--- src/rtl/periodic_stride_detector.sv ---
// periodic_stride_detector
//
// Learns repeating stride patterns of period 1..MAX_PERIOD from a stream of
// 32-bit sample values. One detector per period P keeps P signed stride slots,
// P saturating confidence counters and a phase pointer. The shortest period
// whose confidences are all saturated is reported, with its strides rotated
// so that slot 0 is the next expected stride, along with a predicted next value.
//
// Handshake: valid_i qualifies value_i for exactly one clock. There is no
// backpressure; every strobed sample is consumed on the edge it is presented.
// clear_i flushes all learned state on the edge and overrides valid_i.
//
// Ports:
//   clk_i            clock
//   rst_ni           asynchronous active-low reset
//   value_i          sample value
//   valid_i          sample strobe
//   clear_i          synchronous flush of all learned state
//   period_o         shortest locked period, 0 when none
//   period_valid_o   some detector is fully locked
//   stride_o         slot i in bits [i*SW +: SW]; slot 0 = next expected stride
//   predict_o        predicted next value_i (0 when unlocked)
//   predict_valid_o  same as period_valid_o

module periodic_stride_detector #(
    parameter int STRIDE_WIDTH = 5,
    parameter int MAX_PERIOD   = 4,
    parameter int CONF_WIDTH   = 2
) (
    input  logic                                  clk_i,
    input  logic                                  rst_ni,
    input  logic [31:0]                           value_i,
    input  logic                                  valid_i,
    input  logic                                  clear_i,
    output logic [$clog2(MAX_PERIOD+1)-1:0]       period_o,
    output logic                                  period_valid_o,
    output logic [MAX_PERIOD*STRIDE_WIDTH-1:0]    stride_o,
    output logic [31:0]                           predict_o,
    output logic                                  predict_valid_o
);

    localparam int SW   = STRIDE_WIDTH;
    localparam int MP   = MAX_PERIOD;
    localparam int CW   = CONF_WIDTH;
    localparam int PW   = $clog2(MAX_PERIOD+1);
    localparam int PH_W = (MAX_PERIOD > 1) ? $clog2(MAX_PERIOD) : 1;
    localparam logic [CW-1:0] CONF_MAX = '1;

    // Detector d (0-based) tracks period P = d+1 and only uses slots 0..d;
    // the remaining slots stay at zero forever.
    logic [31:0]                        last_value_q, last_value_d;
    logic                               primed_q, primed_d;
    logic [MP-1:0][PH_W-1:0]            phase_q, phase_d;
    logic [MP-1:0][MP-1:0][SW-1:0]      stride_q, stride_d;
    logic [MP-1:0][MP-1:0][CW-1:0]      conf_q, conf_d;

    // Incoming stride, evaluated as a signed 33-bit difference so that a
    // step across the 2^32 boundary in either direction is still small.
    logic [32:0]   inc_full;
    logic          overflow;
    logic [SW-1:0] inc;

    assign inc_full = {value_i[31], value_i} - {last_value_q[31], last_value_q};
    // Representable in SW signed bits only if the sign bit and everything
    // above it agree.
    assign overflow = !((&inc_full[32:SW-1]) || !(|inc_full[32:SW-1]));
    assign inc      = inc_full[SW-1:0];

    // ------------------------------------------------------------------
    // Next-state / training
    // ------------------------------------------------------------------
    always_comb begin
        logic [PH_W-1:0] slot;
        last_value_d = last_value_q;
        primed_d     = primed_q;
        phase_d      = phase_q;
        stride_d     = stride_q;
        conf_d       = conf_q;
        slot         = '0;

        if (clear_i) begin
            last_value_d = '0;
            primed_d     = 1'b0;
            phase_d      = '0;
            stride_d     = '0;
            conf_d       = '0;
        end else if (valid_i) begin
            last_value_d = value_i;
            primed_d     = 1'b1;
            // The first sample after reset/clear has no predecessor, so it
            // only seeds last_value.
            if (primed_q) begin
                for (int d = 0; d < MP; d++) begin
                    slot = phase_q[d];
                    if (!overflow && (inc == stride_q[d][slot])) begin
                        if (conf_q[d][slot] != CONF_MAX) begin
                            conf_d[d][slot] = conf_q[d][slot] + 1'b1;
                        end
                    end else if (conf_q[d][slot] != '0) begin
                        conf_d[d][slot] = conf_q[d][slot] - 1'b1;
                    end else if (!overflow) begin
                        stride_d[d][slot] = inc;
                    end
                    phase_d[d] = (phase_q[d] == PH_W'(d)) ? '0 : phase_q[d] + 1'b1;
                end
            end
        end
    end

    // ------------------------------------------------------------------
    // State registers
    // ------------------------------------------------------------------
    always_ff @(posedge clk_i or negedge rst_ni) begin
        if (!rst_ni) begin
            last_value_q <= '0;
            primed_q     <= 1'b0;
            phase_q      <= '0;
            stride_q     <= '0;
            conf_q       <= '0;
        end else begin
            last_value_q <= last_value_d;
            primed_q     <= primed_d;
            phase_q      <= phase_d;
            stride_q     <= stride_d;
            conf_q       <= conf_d;
        end
    end

    // ------------------------------------------------------------------
    // Lock detection and selection of the shortest locked period
    // ------------------------------------------------------------------
    logic [MP-1:0] locked;

    always_comb begin
        locked = '1;
        for (int d = 0; d < MP; d++) begin
            for (int s = 0; s < MP; s++) begin
                if ((s <= d) && (conf_q[d][s] != CONF_MAX)) begin
                    locked[d] = 1'b0;
                end
            end
        end
    end

    logic          sel_found;
    int            sel_d;
    logic [SW-1:0] slot0;

    always_comb begin
        int idx;
        sel_found = 1'b0;
        sel_d     = 0;
        idx       = 0;
        for (int d = 0; d < MP; d++) begin
            if (!sel_found && locked[d]) begin
                sel_found = 1'b1;
                sel_d     = d;
            end
        end

        // Rotate the selected detector's slots so slot 0 is the stride that
        // the next sample is expected to show.
        stride_o = '0;
        if (sel_found) begin
            for (int i = 0; i < MP; i++) begin
                if (i <= sel_d) begin
                    idx = int'(phase_q[sel_d]) + i;
                    if (idx > sel_d) begin
                        idx = idx - (sel_d + 1);
                    end
                    stride_o[i*SW +: SW] = stride_q[sel_d][idx];
                end
            end
        end
    end

    assign slot0           = stride_o[SW-1:0];
    assign period_valid_o  = sel_found;
    assign predict_valid_o = sel_found;
    assign period_o        = sel_found ? PW'(sel_d + 1) : '0;
    assign predict_o       = sel_found ? (last_value_q + {{(32-SW){slot0[SW-1]}}, slot0}) : '0;

endmodule
--- config.mk ---
export PLATFORM = sky130hd
export DESIGN_NAME = periodic_stride_detector
export DESIGN_NICKNAME = d
export VERILOG_FILES = /design/src/rtl/periodic_stride_detector.sv
export SDC_FILE = /design/constraint.sdc
export NUM_CORES = 1
export LEC_CHECK = 0
export BUFFER_PORTS_ARGS = -buffer_cell sky130_fd_sc_hd__buf_2
export CAP_MARGIN = 20
export CORE_MARGIN = 3
export CORE_UTILIZATION = 35
export DETAILED_ROUTE_END_ITERATION = 12
export GPL_TIMING_DRIVEN = 0
export SETUP_SLACK_MARGIN = 0.15
export SLEW_MARGIN = 25
export SYNTH_ARGS = -nofsm -noshare
export SYNTH_HDL_FRONTEND = slang
export SYNTH_SLANG_ARGS = --single-unit
export TNS_END_PERCENT = 1
--- constraint.sdc ---
create_clock -name clk_i -period 16.3 [get_ports clk_i]
set_input_delay 1.63 -clock clk_i [delete_from_list [all_inputs] [get_ports clk_i]]
set_output_delay 1.63 -clock clk_i [all_outputs]
set_load 0.005 [all_outputs]
; ---- Yosys cells after proc, flatten, opt, wreduce, memory -nomap -nowiden
; Cells that the tools add are included.
[totals]
reg_bits = 153
inputBits = 36
out_inout_bits = 57
[classes]
eq_ne = 33
n_reduce_logical = 38
order_cmp = 21
mux = 138
add_sub_neg = 22
[ops]
columns = cell, count
row1 = two-way mux 32 bit, 20
row2 = two-way mux 20 bit, 15
row3 = two-way mux 80 bit, 3
row4 = "< comparator 32 x 4 -> 1 bit, second input constant", 5
row5 = two-way mux 8 bit, 15
row6 = two-way mux 5 bit, 20
row7 = > comparator 4 x 32 -> 1 bit, 3
row8 = subtractor 4 x 32 -> 32 bit, 3
row9 = binary-select mux 5 bit (select 2 bit), 8
row10 = bitwise mux 20 bit, 4
row11 = bitwise mux 8 bit, 8
row12 = "less-or-equal comparator 3 x 32 -> 1 bit, first input constant", 2
row13 = "inequality test 2 bit, second input constant", 22
row14 = binary-select mux 20 bit (select 2 bit), 1
row15 = demux 5 bit (select 2 bit), 4
row16 = subtractor 32 x 32 -> 33 bit, 1
row17 = "adder 32 x 2 -> 32 bit, second input constant", 1
row18 = adder 32 bit, 1
row19 = > comparator 3 x 32 -> 1 bit, 1
row20 = "less-or-equal comparator 1 x 32 -> 1 bit, first input constant", 1
row21 = "less-or-equal comparator 2 x 32 -> 1 bit, first input constant", 1
row22 = subtractor 3 x 32 -> 32 bit, 1
row23 = AND reduction 29 bit, 1
row24 = OR reduction 29 bit, 1
row25 = other kinds (24), 110

; ---- Longest topological paths before layout
; Gate-level depths: netlist (run 1).
[depth]
word_depth = 26
depth_mapped = 27
depth_no_buf = 25

; ---- Worst setup path before layout (run 1)
; No wires, ideal clock.
[synth_path]
path_kind = register to output
start = register conf_q[10] in the netlist's numbering
end = output port predict_o[31]
n_path_buf = 2
path_slack_ps = 9353
path_stages_with_launch = 28
t_arrival_ps = 5317
path_cell_list = dfrtp_1 and4_1 clkbuf_1 or3_1 o32ai_1 nor3_1 inv_1 ha_1 nor2_1 o21ai_0 o211ai_1 buf_2 mux2i_1 nor2_1 nor3_1 ha_1 a21o_1 a21o_1 a21o_1 nand3_1 nor2_1 inv_1 nor4b_1 nor2_1 a31o_2 o31ai_1 xnor2_1 nor2_1
[synth_via]
elab_chain_len = 24
[synth_lines]
columns = item, line
row1 = from (decl), 55  ; logic [MP-1:0][MP-1:0][CW-1:0] conf_q, conf_d;
row2 = from (signal assigned), 125  ; conf_q <= conf_d;
row3 = inequality test 2 bit *, 138  ; if ((s <= d) && (conf_q[d][s] != CONF_MAX)) begin
row4 = two-way mux 1 bit *, 138
row5 = logical AND 1 bit *, 155  ; if (!sel_found && locked[d]) begin
row6 = "parallel branches: the longest is 18 deep, another holds adder 32 x 2 -> 32 bit", n/a
row7 = two-way mux 20 bit *, 164  ; if (sel_found) begin
row8 = net stride_o[1], 37  ; output logic [MAX_PERIOD*STRIDE_WIDTH-1:0] stride_o,
row9 = adder 32 bit *, 181  ; assign predict_o = sel_found ? (last_value_q + {{(32-SW){slot0[SW-1]}}, slot0}) : '0;
row10 = two-way mux 32 bit *, 181
row11 = to (decl), 38  ; output logic [31:0] predict_o,
; Mark *: on every way through the listed nets, which the timed path passes. The select of a mux whose other input is x is not followed.

; ---- Final worst setup path (run 1)
[layout_path]
start = register conf_q[27] in the netlist's numbering
end = output port predict_o[31]
[layout_via]
elab_chain_len = 20
[layout_lines]
columns = item, line
row1 = inequality test 2 bit *, 138
row2 = two-way mux 1 bit * (3 in series), 138
row3 = logical AND 1 bit *, 155
row4 = "parallel branches: the longest is 14 deep, another holds adder 32 x 2 -> 32 bit", n/a
row5 = two-way mux 32 bit *, 181
; Every way passes the cells marked *. The select of a mux whose other input is x is not followed.

==> reports/metrics.cfg, run 1 <==
[status]
status = complete, no violations

[setup_path]
critPathArrivalTime_ps = 7800
criticalPathCategory = flop to primary output
crit_fanout = 12
cpPeakStageDelay_ps = 720
cp-start-kind = flop
worst_path_max_delay_cell = clkbuf_1
setup.worst_path.end_class = primary output
crit_top_cell = nor2_1
critPathRequiredTime_ps = 14670

[floorplanning]
ios = 93
core_area_sq_mm = 0.0390
start_util_pct = 35.7
die_y_um = 206
dieArea_sq_mm = 0.0423
chipWidth_um = 206
fp-row-count = 72

[global_route]
gr-usage-met1_pct = 34.1
grt_pass1_vias = 12876
grt_overflow = 0
grt_pass1_wl_mm = 76.4
grtUsageMet3_pct = 5.90
grt_max_degree = 80
gr-usage-all-layers_pct = 23.5
use_met2_pct = 35.3
busiest_layer = met2
antenna_found_initial = 0

[place]
place_area_sq_mm = 0.0151
placed_cells = 2244
hpwlAfterDp_mm = 40.0
gp_congestion = 1.06
portBuffers = 90

[clocking]
htreeDepth = 4
post_cts_resized = 0
clkSlewWorstSetupHoldPaths_ps = 70
clock_latency_ps = 450
root_buffer = clkbuf_16
cts_setup_buffers = 0
clockBufferDepth = 2
tritoncts.num_buffers = 17
cts_tree = built
ctsHoldBuffers = 0
cts.sinks = 153

[synthesis]
synth_warnings = 0
synthesis.area_sq_mm = 0.0139
synth_edf_count = 0
async_flop_share_pct = 100
synth_area_per_cell_sq_um = 8.53
synth_flop_cell = dfrtp_1
synth_fp_nets = 1739
syn_inst = 1635
ys_ff_latch = 153
ys_seq_area_share_pct = 27.5
ys_types = 86

[routing]
viasPerCell = 5.79
drt-wirelength-per-cell_um = 21.9
first_iter_violations = 1111
wirelength_mm = 49.8
first_pass_iters = 5
drc = 0
num_vias = 13177
ant_nets = 0

[cells_and_area]
drive_above_1_share_pct = 13.9
finalInstanceArea_sq_mm = 0.0157
nNetsFinal = 1849
n_fill_cell = 4013
stdcell_count = 2276
antenna_cells = 0
areaGrowthSynthToFinish_pct = 12.5

[timing]
whs_ps = 524
hold_violations = 0
max_slew.worst_pin.slew_ps = 1220
slew_viol_final = 0
min_period_ps = 9430
fin_crit_sh_pct = 57.8
setup_tns_ps = 0
grt_setup_unrepaired = false
slew_headroom_pct = 17.8
final-setup-viol-count = 0
fmax_mhz = 106
fin_skew_ps = 14.5

[pwr]
ir_drop_mv = 0.0747
p_leak_nw = 7.01
total_power_mw = 1.04
p_per_area_mw_per_mm2 = 66.4

[worst_hold_path]
hold_class = flop to flop

[job]
maxCapViolCount = 0

==> kinds of logic (layout without fill, tap and decap cells) <==
| family | after synthesis | count (layout) | share of synthesized area, % |
|---|---|---|---|
| and+or+nand+nor | 656 | 656 | 21.4 |
| AOI/OAI and AO/OA | 291 | 291 | 15.8 |
| muxes | 200 | 200 | 18.6 |
| buffers and inverters | 186 | 309 | 5.40 |
| DFF | 153 | 153 | 27.5 |
| xor gates and xnor gates | 81 | 81 | 5.09 |
| adders and majority gates | 68 | 68 | 6.26 |
==> worst paths after layout <==
check / endpoint / cells after the start / start / slack (ps)
setup / recovery: predict_o[31] / 28 / conf_q[27]$_DFFE_PN0P_ / 6870
hold / removal: conf_q[23]$_DFFE_PN0P_ / 2 / conf_q[23]$_DFFE_PN0P_ / 520
setup reg to reg: stride_q[38]$_DFFE_PN0P_ / 17 / last_value_q[8]$_DFFE_PN0N_ / 10840
hold reg to reg: conf_q[23]$_DFFE_PN0P_ / 2 / conf_q[23]$_DFFE_PN0P_ / 520
max in group asynchronous: last_value_q[28]$_DFFE_PN0N_ / 2 / rst_ni / 14290
min in group asynchronous: stride_q[7]$_DFFE_PN0P_ / 1 / rst_ni / 1190
==> cell usage in the layout (no fill, tap or decap), types with 9 or more instances in the layout <==
cell type,netlist,final
and2_1,12,12
clkbuf_1,78,80
or3_1,10,10
and3_1,11,11
clkbuf_16,0,17
o21ai_0,45,45
ha_1,65,65
nand4_1,25,25
o21ai_1,11,11
nor4_1,15,15
o32ai_1,13,13
dfrtp_1,153,153
nand3_1,65,65
o21ai_2,9,9
nor2_1,268,268
o211ai_1,14,14
xnor2_1,62,62
buf_2,11,100
nor2b_1,18,18
a21o_1,21,21
mux2i_1,146,146
a211oi_2,13,13
o22ai_1,11,11
xor2_1,19,19
mux4_2,45,45
inv_1,82,82
a211oi_1,9,9
o21a_1,12,12
nor3_1,45,44
nand2_1,153,153
a21oi_1,52,52
==> worst max-delay path, delay by kind of cell (launching register included) <==
kind / cells / cell delay [ps]
flops: 1 / 380
compound gates: 9 / 1800
mux: 1 / 240
buf+inv: 6 / 1900
simple gates: 9 / 2270
fa+ha+maj: 2 / 600
xor+xnor: 1 / 140
==> state kept, by name, summed over array words and instances, names as in the netlist <==
signal and flops:
conf_q 32, phase_q 8, primed_q 1, stride_q 80, last_value_q 32
==> per-stage QoR <==
step | util [%] | worst slack, ps
final | 40.2 | 6870
after global routing | 40.2 | 6350
after CTS | 40.2 | 6910
after detailed placement | 38.7 | 7430
after global placement | 38.6 | 7460
after floorplan | - | 9350
==> cell usage after synthesis, types with 5 or more instances <==
master     number  area, sq um
a21o_1         21          158
buf_2          11         55.1
o21ai_2         9         78.8
a211oi_1        9         67.6
nor3_1         45          225
or4_1           6         45.0
or3_1          10         62.6
clkbuf_1       78          293
a211o_1         5         43.8
o32ai_1        13          114
and2_1         12         75.1
nor2b_1        18          113
a211oi_2       13          163
o22ai_1        11         68.8
mux2_2          5         56.3
a31oi_1         7         43.8
and4_1          7         61.3
o21ai_1        11         55.1
mux2i_1       146         1460
o211ai_1       14          105
nand3_1        65          325
inv_1          82          308
nor2_1        268         1010
xor2_1         19          166
dfrtp_1       153         3830
mux4_2         45         1010
and3_1         11         68.8
nand2_1       153          574
nand4_1        25          156
o21a_1         12         90.1
o31ai_1         8         60.1
nor4_1         15         93.8
nand2b_1        6         37.5
a21oi_1        52          260
ha_1           65          813
xnor2_1        62          543
o2111ai_2       6         90.1
o21ai_0        45          225
==> where the power goes <==
group / internal, mW / switching [mW]
Clock: 0.237 / 0.178
Combinational: 0.0743 / 0.161
Sequential: 0.385 / 0.00682
Total: 0.696 / 0.346
==> metal layers <==
metal	up-vias	part of all wire, %
met4	0	1.8
met2	549	43
met5	-	0
met3	50	8.3
met1	6493	47
li1	6085	-
==> layout make-up <==
type                       instances  area (sq um)  area share (%)
multi-input combinational       1296          9370            59.7
sequential                       153          3830            24.4
tap                              518           648            4.13
timing repair buffer              91           488            3.11
clock buffer                      21           460            2.94
buffer                            99           427            2.72
inverter                          87           327            2.08
clock inverter                    11           140           0.893
Power figures use the tool's default switching activity.
==> run 2, diff against run 1 <==
--- a/config.mk
+++ b/config.mk
@@ -5,6 +5,7 @@
 export SDC_FILE = /design/constraint.sdc
 export NUM_CORES = 1
 export LEC_CHECK = 0
+export ABC_AREA = 1
 export BUFFER_PORTS_ARGS = -buffer_cell sky130_fd_sc_hd__buf_2
 export CAP_MARGIN = 20
 export CORE_MARGIN = 3
==> constraint.sdc (replaced) <==
create_clock -name clk_i -period 8.1 [get_ports clk_i]
set_input_delay 0.81 -clock clk_i [delete_from_list [all_inputs] [get_ports clk_i]]
set_output_delay 0.81 -clock clk_i [all_outputs]
set_load 0.005 [all_outputs]
==> reports/metrics.cfg, run 2 <==
[status]
status = complete, no violations

[routing]
wirelength_mm = 53.7  ; +8.0%
drt-wirelength-per-cell_um = 18.7  ; -15%
first_iter_violations = 1708  ; +54%
viasPerCell = 5.46  ; -5.7%
first_pass_iters = 6  ; +1
ant_nets = 0  ; unchanged
num_vias = 15711  ; +19%
drc = 0  ; unchanged

[cells_and_area]
most-common-layout-cells = nand2_1, nand3_1, inv_1
final_common_cell = nand2_1
drive_above_1_share_pct = 10.2  ; -3.6 points
reg_top3 = stride_q (80), conf_q (32), last_value_q (32)
nNetsFinal = 2445  ; +32%
top_register = stride_q
largest_reg_flops = 80  ; unchanged
antenna_cells = 0  ; unchanged
areaGrowthSynthToFinish_pct = 12.5  ; about the same

[setup_path]
cpPeakStageDelay_ps = 420  ; -300 ps
crit_top_cell = nand2_1
setup.worst_path.end_class = primary output
crit_buf_inv = 10  ; +4
criticalPathCategory = flop to primary output
r2r_cells = 23  ; +6
cp-start-kind = flop
timing.critical_path.max_delay_family = simple AND/OR/NAND/NOR gates
critPathArrivalTime_ps = 6670  ; -1130 ps
critPathRequiredTime_ps = 7290  ; -7380 ps
worst_path_max_delay_cell = nor3_2
cp_num_cells = 37  ; +32%
crit_fanout = 12  ; unchanged

[floorplanning]
die_y_um = 207  ; +0.90%
chipWidth_um = 207  ; +0.90%
ios = 93  ; unchanged
start_util_pct = 35.6  ; -0.16 points
core_area_sq_mm = 0.0399  ; +2.3%
fp-row-count = 73  ; +1.4%
dieArea_sq_mm = 0.0430  ; +1.8%

[timing]
setup_tns_ps = 0  ; unchanged
min_period_ps = 7480
slew_viol_final = 0  ; unchanged
max_slew.worst_pin.slew_ps = 1030  ; -191 ps
final-setup-viol-count = 0  ; unchanged
fin_skew_ps = 15.5  ; +0.948 ps
fmax_mhz = 134
slew_headroom_pct = 29.8  ; +12 points
fin_crit_sh_pct = 92.3
grt_setup_unrepaired = false
hold_violations = 0  ; unchanged

[pwr]
ir_drop_mv = 0.174  ; +130%
p_per_area_mw_per_mm2 = 195  ; +190%
total_power_mw = 3.11  ; +200%
p_leak_nw = 8.17  ; +17%

[worst_hold_path]
hold_class = input port to async pin

[clocking]
cts_tree = built
clock_latency_ps = 450  ; about the same
htreeDepth = 4  ; unchanged
clkSlewWorstSetupHoldPaths_ps = 70  ; about the same
root_buffer = clkbuf_16
ctsHoldBuffers = 0  ; unchanged
clockBufferDepth = 2  ; unchanged
tritoncts.num_buffers = 17  ; unchanged
cts.sinks = 153  ; unchanged

[place]
hpwlAfterDp_mm = 43.5  ; +8.9%
portBuffers = 90  ; unchanged
gp_congestion = 0.991  ; -6.4%

[synthesis]
synth_edf_count = 0  ; unchanged
ys_types = 57  ; -34%
synth_top_area_share_pct = 27.0  ; -0.50 points
yosysMostFrequentCell = nand2_1
synth_area_per_cell_sq_um = 6.37  ; -25%
synth_fp_nets = 2334  ; +34%
synth_common_cells = nand2_1, nand3_1, inv_1
ys_seq_area_share_pct = 27.0  ; -0.50 points
ys_ff_latch = 153  ; unchanged
async_flop_share_pct = 100  ; unchanged
synth_flop_cell = dfrtp_1
synth.largest_area_cell = dfrtp_1
synth_warnings = 0  ; unchanged
syn_inst = 2230  ; +36%
synth_area_leaders = dfrtp_1, nand2_1, nand3_1
synthesis.area_sq_mm = 0.0142  ; +1.9%

[global_route]
grt_pass1_vias = 14561  ; +13%
grt_max_degree = 89  ; +11%
antenna_found_initial = 0  ; unchanged
gr-usage-all-layers_pct = 24.4  ; +0.91 points
grt_pass1_wl_mm = 84.0  ; +10%
grt_overflow = 0  ; unchanged

[job]
maxCapViolCount = 0  ; unchanged

-- run 2: cell count changes after synthesis, sizes merged, moves of 25 or more --
cell and delta:
nand2 +505, nand3 +189, inv +158, mux2i -146
o21ai +79, a21oi +74, xnor2 -50, mux4 -45
clkbuf -33, nor2 -33, nor3 -25
-- run 2: cell families after synthesis --
logic type      Yosys count  synth area share (%)
fa+ha+maj                68                  6.15
compound gates          392                  16.4
buf+inv                 330                  9.38
flops                   153                  27.0
simple gates           1240                  38.2
xor+xnor                 47                  2.95
-- run 2: metrics by stage --
step                instances  util [%]  instance area (sq um)  hold slack, ps  setup slack [ps]
global placement         2845      38.4                  15300             458               829
floorplan                2230         -                  14200             442              2270
finish                   2879      40.0                  16000             127               621
detailed placement       2847      38.5                  15400             463               699
CTS                      2879      40.0                  16000             112               201
global route             2879      40.0                  16000             116               187
-- run 2: repair_timing --
| action | CTS | global route |
|---|---|---|
| resized for setup | 0 | 2 |
| setup endpoints to repair | 0 | 13 |
| hold endpoints to repair | 0 | 0 |
| setup buffers | 0 | 0 |
-- run 2: cell type report --
type	count	area, sq um
fillers	4325	23900
repair buffers	92	515
well taps	525	657
clock buffers	20	467
multi-input cells	1747	9050
inverters	246	925
flip-flops and latches	153	3830
plain buffers	84	409
clock inverters	12	129
-- run 2: layer usage --
metal | vias to the layer above | GRT usage [%] | routed length [um]
li1 | 7647 | - | -
met1 | 7362 | 37.3 | 25600
met2 | 640 | 35.7 | 22300
met3 | 62 | 3.90 | 4720
met4 | 0 | 6.41 | 1110
met5 | - | 0 | 0
-- run 2: path summary, 6_finish.rpt --
check / start / to / slack, ps
setup / recovery: conf_q[26]$_DFFE_PN0P_ / predict_o[27] / 620
hold / removal: rst_ni / last_value_q[28]$_DFFE_PN0N_ / 130
setup reg to reg: last_value_q[0]$_DFFE_PN0N_ / conf_q[19]$_DFFE_PN0P_ / 3720
hold reg to reg: conf_q[4]$_DFFE_PN0P_ / conf_q[4]$_DFFE_PN0P_ / 480
max in group asynchronous: rst_ni / conf_q[25]$_DFFE_PN0P_ / 7000
min in group clk_i: conf_q[4]$_DFFE_PN0P_ / conf_q[4]$_DFFE_PN0P_ / 480
-- run 2: where the power goes --
group | internal [mW] | switching, mW | total, mW
clock network | 0.457 | 0.363 | 0.820
logic | 0.396 | 0.859 | 1.26
registers | 0.884 | 0.154 | 1.04
total | 1.74 | 1.38 | 3.11
==> run 3, diff against run 2 <==
--- a/config.mk
+++ b/config.mk
@@ -10,8 +10,8 @@
 export CAP_MARGIN = 20
 export CORE_MARGIN = 3
 export CORE_UTILIZATION = 35
+export CTS_BUF_LIST = sky130_fd_sc_hd__clkbuf_8
 export DETAILED_ROUTE_END_ITERATION = 12
-export GPL_TIMING_DRIVEN = 0
 export SETUP_SLACK_MARGIN = 0.15
 export SLEW_MARGIN = 25
 export SYNTH_ARGS = -nofsm -noshare
==> reports/metrics.cfg, run 3 (synthesis gave the netlist of run 2 again) <==
[status]
status = complete, no violations

[timing]
hold_violations = 0  ; unchanged
fmax_mhz = 140  ; +4.6%
slew_headroom_pct = 36.5  ; +6.7 points
max_slew.worst_pin.slew_ps = 943  ; -82.9 ps
fin_crit_sh_pct = 88.2  ; -4.1 points
slew_viol_final = 0  ; unchanged
grt_setup_unrepaired = false
final-setup-viol-count = 0  ; unchanged
fin_skew_ps = 26.1  ; +10.7 ps
min_period_ps = 7150  ; -332 ps
setup_tns_ps = 0  ; unchanged

[pwr]
p_per_area_mw_per_mm2 = 182  ; -6.5%
p_leak_nw = 7.93  ; -3.0%
ir_drop_mv = 0.113  ; -35%

[cells_and_area]
top_register = stride_q
reg_top3 = stride_q (80), conf_q (32), last_value_q (32)
final_common_cell = nand2_1
nNetsFinal = 2374  ; -2.9%
multi_input_area_sq_mm = 0.00906  ; +0.12%
utilization_pct = 38.7  ; -1.4 points
areaGrowthSynthToFinish_pct = 8.64
register_area_sq_mm = 0.00383  ; unchanged
most-common-layout-cells = nand2_1, nand3_1, inv_1
drive_above_1_share_pct = 9.94  ; -0.29 points
n_fill_cell = 4307  ; -0.42%
largest_reg_flops = 80  ; unchanged

[setup_path]
crit_fanout = 40  ; +28
cp-start-kind = flop
critPathRequiredTime_ps = 7290  ; about the same
r2r_cells = 24  ; +4.3%
r2r-end = stride_q[43]$_DFFE_PN0P_
setup.worst_path.end_class = primary output
reg2reg_from = last_value_q[0]$_DFFE_PN0N_
criticalPathCategory = flop to primary output
crit_top_cell = nand2_1
rrSetupSlack_ps = 3210  ; -510 ps
cpPeakStageDelay_ps = 460  ; +40 ps
critPathArrivalTime_ps = 6340  ; -330 ps
worst_path_max_delay_cell = ha_1
cp-startpoint = conf_q[20]$_DFFE_PN0P_

[routing]
viasPerCell = 5.47  ; +0.26%
first_iter_violations = 1600  ; -6.3%
ant_nets = 0  ; unchanged
num_vias = 15374  ; -2.1%
first_pass_iters = 6  ; unchanged
wirelength_mm = 49.5  ; -8.0%
drt-wirelength-per-cell_um = 17.6  ; -5.7%
drc = 0  ; unchanged

[global_route]
grt_overflow = 0  ; unchanged
grt_max_degree = 91  ; +2.2%
gr-usage-all-layers_pct = 22.5  ; -1.9 points
antenna_found_initial = 2  ; +2
grt_pass1_vias = 14090  ; -3.2%
grt_pass1_wl_mm = 78.8  ; -6.2%

[place]
gp_congestion = 0.973  ; -1.8%
portBuffers = 92  ; +2.2%
hpwlAfterDp_mm = 38.4  ; -12%

[clocking]
htreeDepth = 4  ; unchanged
clkSlewWorstSetupHoldPaths_ps = 90  ; +20 ps
root_buffer = clkbuf_8
ctsHoldBuffers = 0  ; unchanged
clockBufferDepth = 2  ; unchanged
cts.sinks = 153  ; unchanged
clock_latency_ps = 490  ; +40 ps
cts_tree = built
tritoncts.num_buffers = 17  ; unchanged

[floorplanning]
ios = 93  ; unchanged
fp-row-count = 73  ; unchanged
core_area_sq_mm = 0.0399  ; unchanged
chipWidth_um = 207  ; unchanged
dieArea_sq_mm = 0.0430  ; unchanged
start_util_pct = 35.6  ; unchanged
die_y_um = 207  ; unchanged

[job]
maxCapViolCount = 0  ; unchanged

[worst_hold_path]
hold_class = input port to async pin

==> run 3: cell count changes in the layout (fill, tap and decap cells not counted), sizes merged <==
cell	previous run	this run
diode	0	2
inv	247	252
buf	130	105
clkinv	9	7
clkbuf	66	17
==> run 3: worst max-delay path, delay by kind of cell, from the launching register on <==
kind            cells  cell delay, ps
fa+ha+maj           2             750
compound gates      3             430
flops               1             400
simple gates       25            3280
buf+inv             6             970
==> run 3: where the power goes <==
part	internal (mW)	switching [mW]	total, mW
clock	0.256	0.345	0.601
sequential	0.882	0.136	1.02
combinational	0.371	0.820	1.19
total	1.51	1.30	2.81
==> run 3: cell type report <==
class / instances / share of cell area (%)
antenna: 2 / 0.0324
inverter: 246 / 5.99
clock inverter: 15 / 1.01
multi-input combinational: 1747 / 58.7
timing repair buffer: 105 / 3.66
sequential: 153 / 24.8
tap: 525 / 4.26
clock buffer: 17 / 1.52
==> run 3: repair_timing <==
| item | 4_1_cts | 5_1_grt |
|---|---|---|
| setup endpoints to repair | 0 | 6 |
| gates resized for setup | 0 | 1 |
| buffers inserted | 0 | 0 |
==> run 3: how the worst max path moves through the flow <==
stage                          endpoint  slack (ps)  cells after the start
after floorplan           predict_o[19]        2270                     36
after global placement    predict_o[19]        1590                     37
after detailed placement  predict_o[19]        1380                     37
after CTS                 predict_o[19]         810                     37
after global routing      predict_o[19]         170                     37
final                     predict_o[19]         950                     36
==> run 3: per-stage QoR <==
| step | cells | hold WS (ps) | instance area (sq um) | power [mW] | worst slack (ps) |
|---|---|---|---|---|---|
| 6_report | 2810 | 364 | 15400 | 2.81 | 953 |
| 5_1_grt | 2810 | 422 | 15400 | 3.02 | 169 |
| 4_1_cts | 2808 | 398 | 15400 | 2.81 | 805 |
| 2_1_floorplan | 2230 | 442 | 14200 | 1.85 | 2270 |
| 3_3_place_gp | 2776 | 456 | 15000 | 2.18 | 1590 |
| 3_5_place_dp | 2776 | 461 | 15000 | 2.20 | 1380 |
==> run 3: per-layer routing <==
| layer | track usage [%] | vias to the layer above | share of wire [%] |
|---|---|---|---|
| li1 | - | 7494 | - |
| met1 | 34.8 | 7259 | 49 |
| met2 | 32.4 | 561 | 41 |
| met3 | 3.46 | 60 | 7.7 |
| met4 | 5.99 | 0 | 1.9 |
| met5 | 0 | - | 0 |
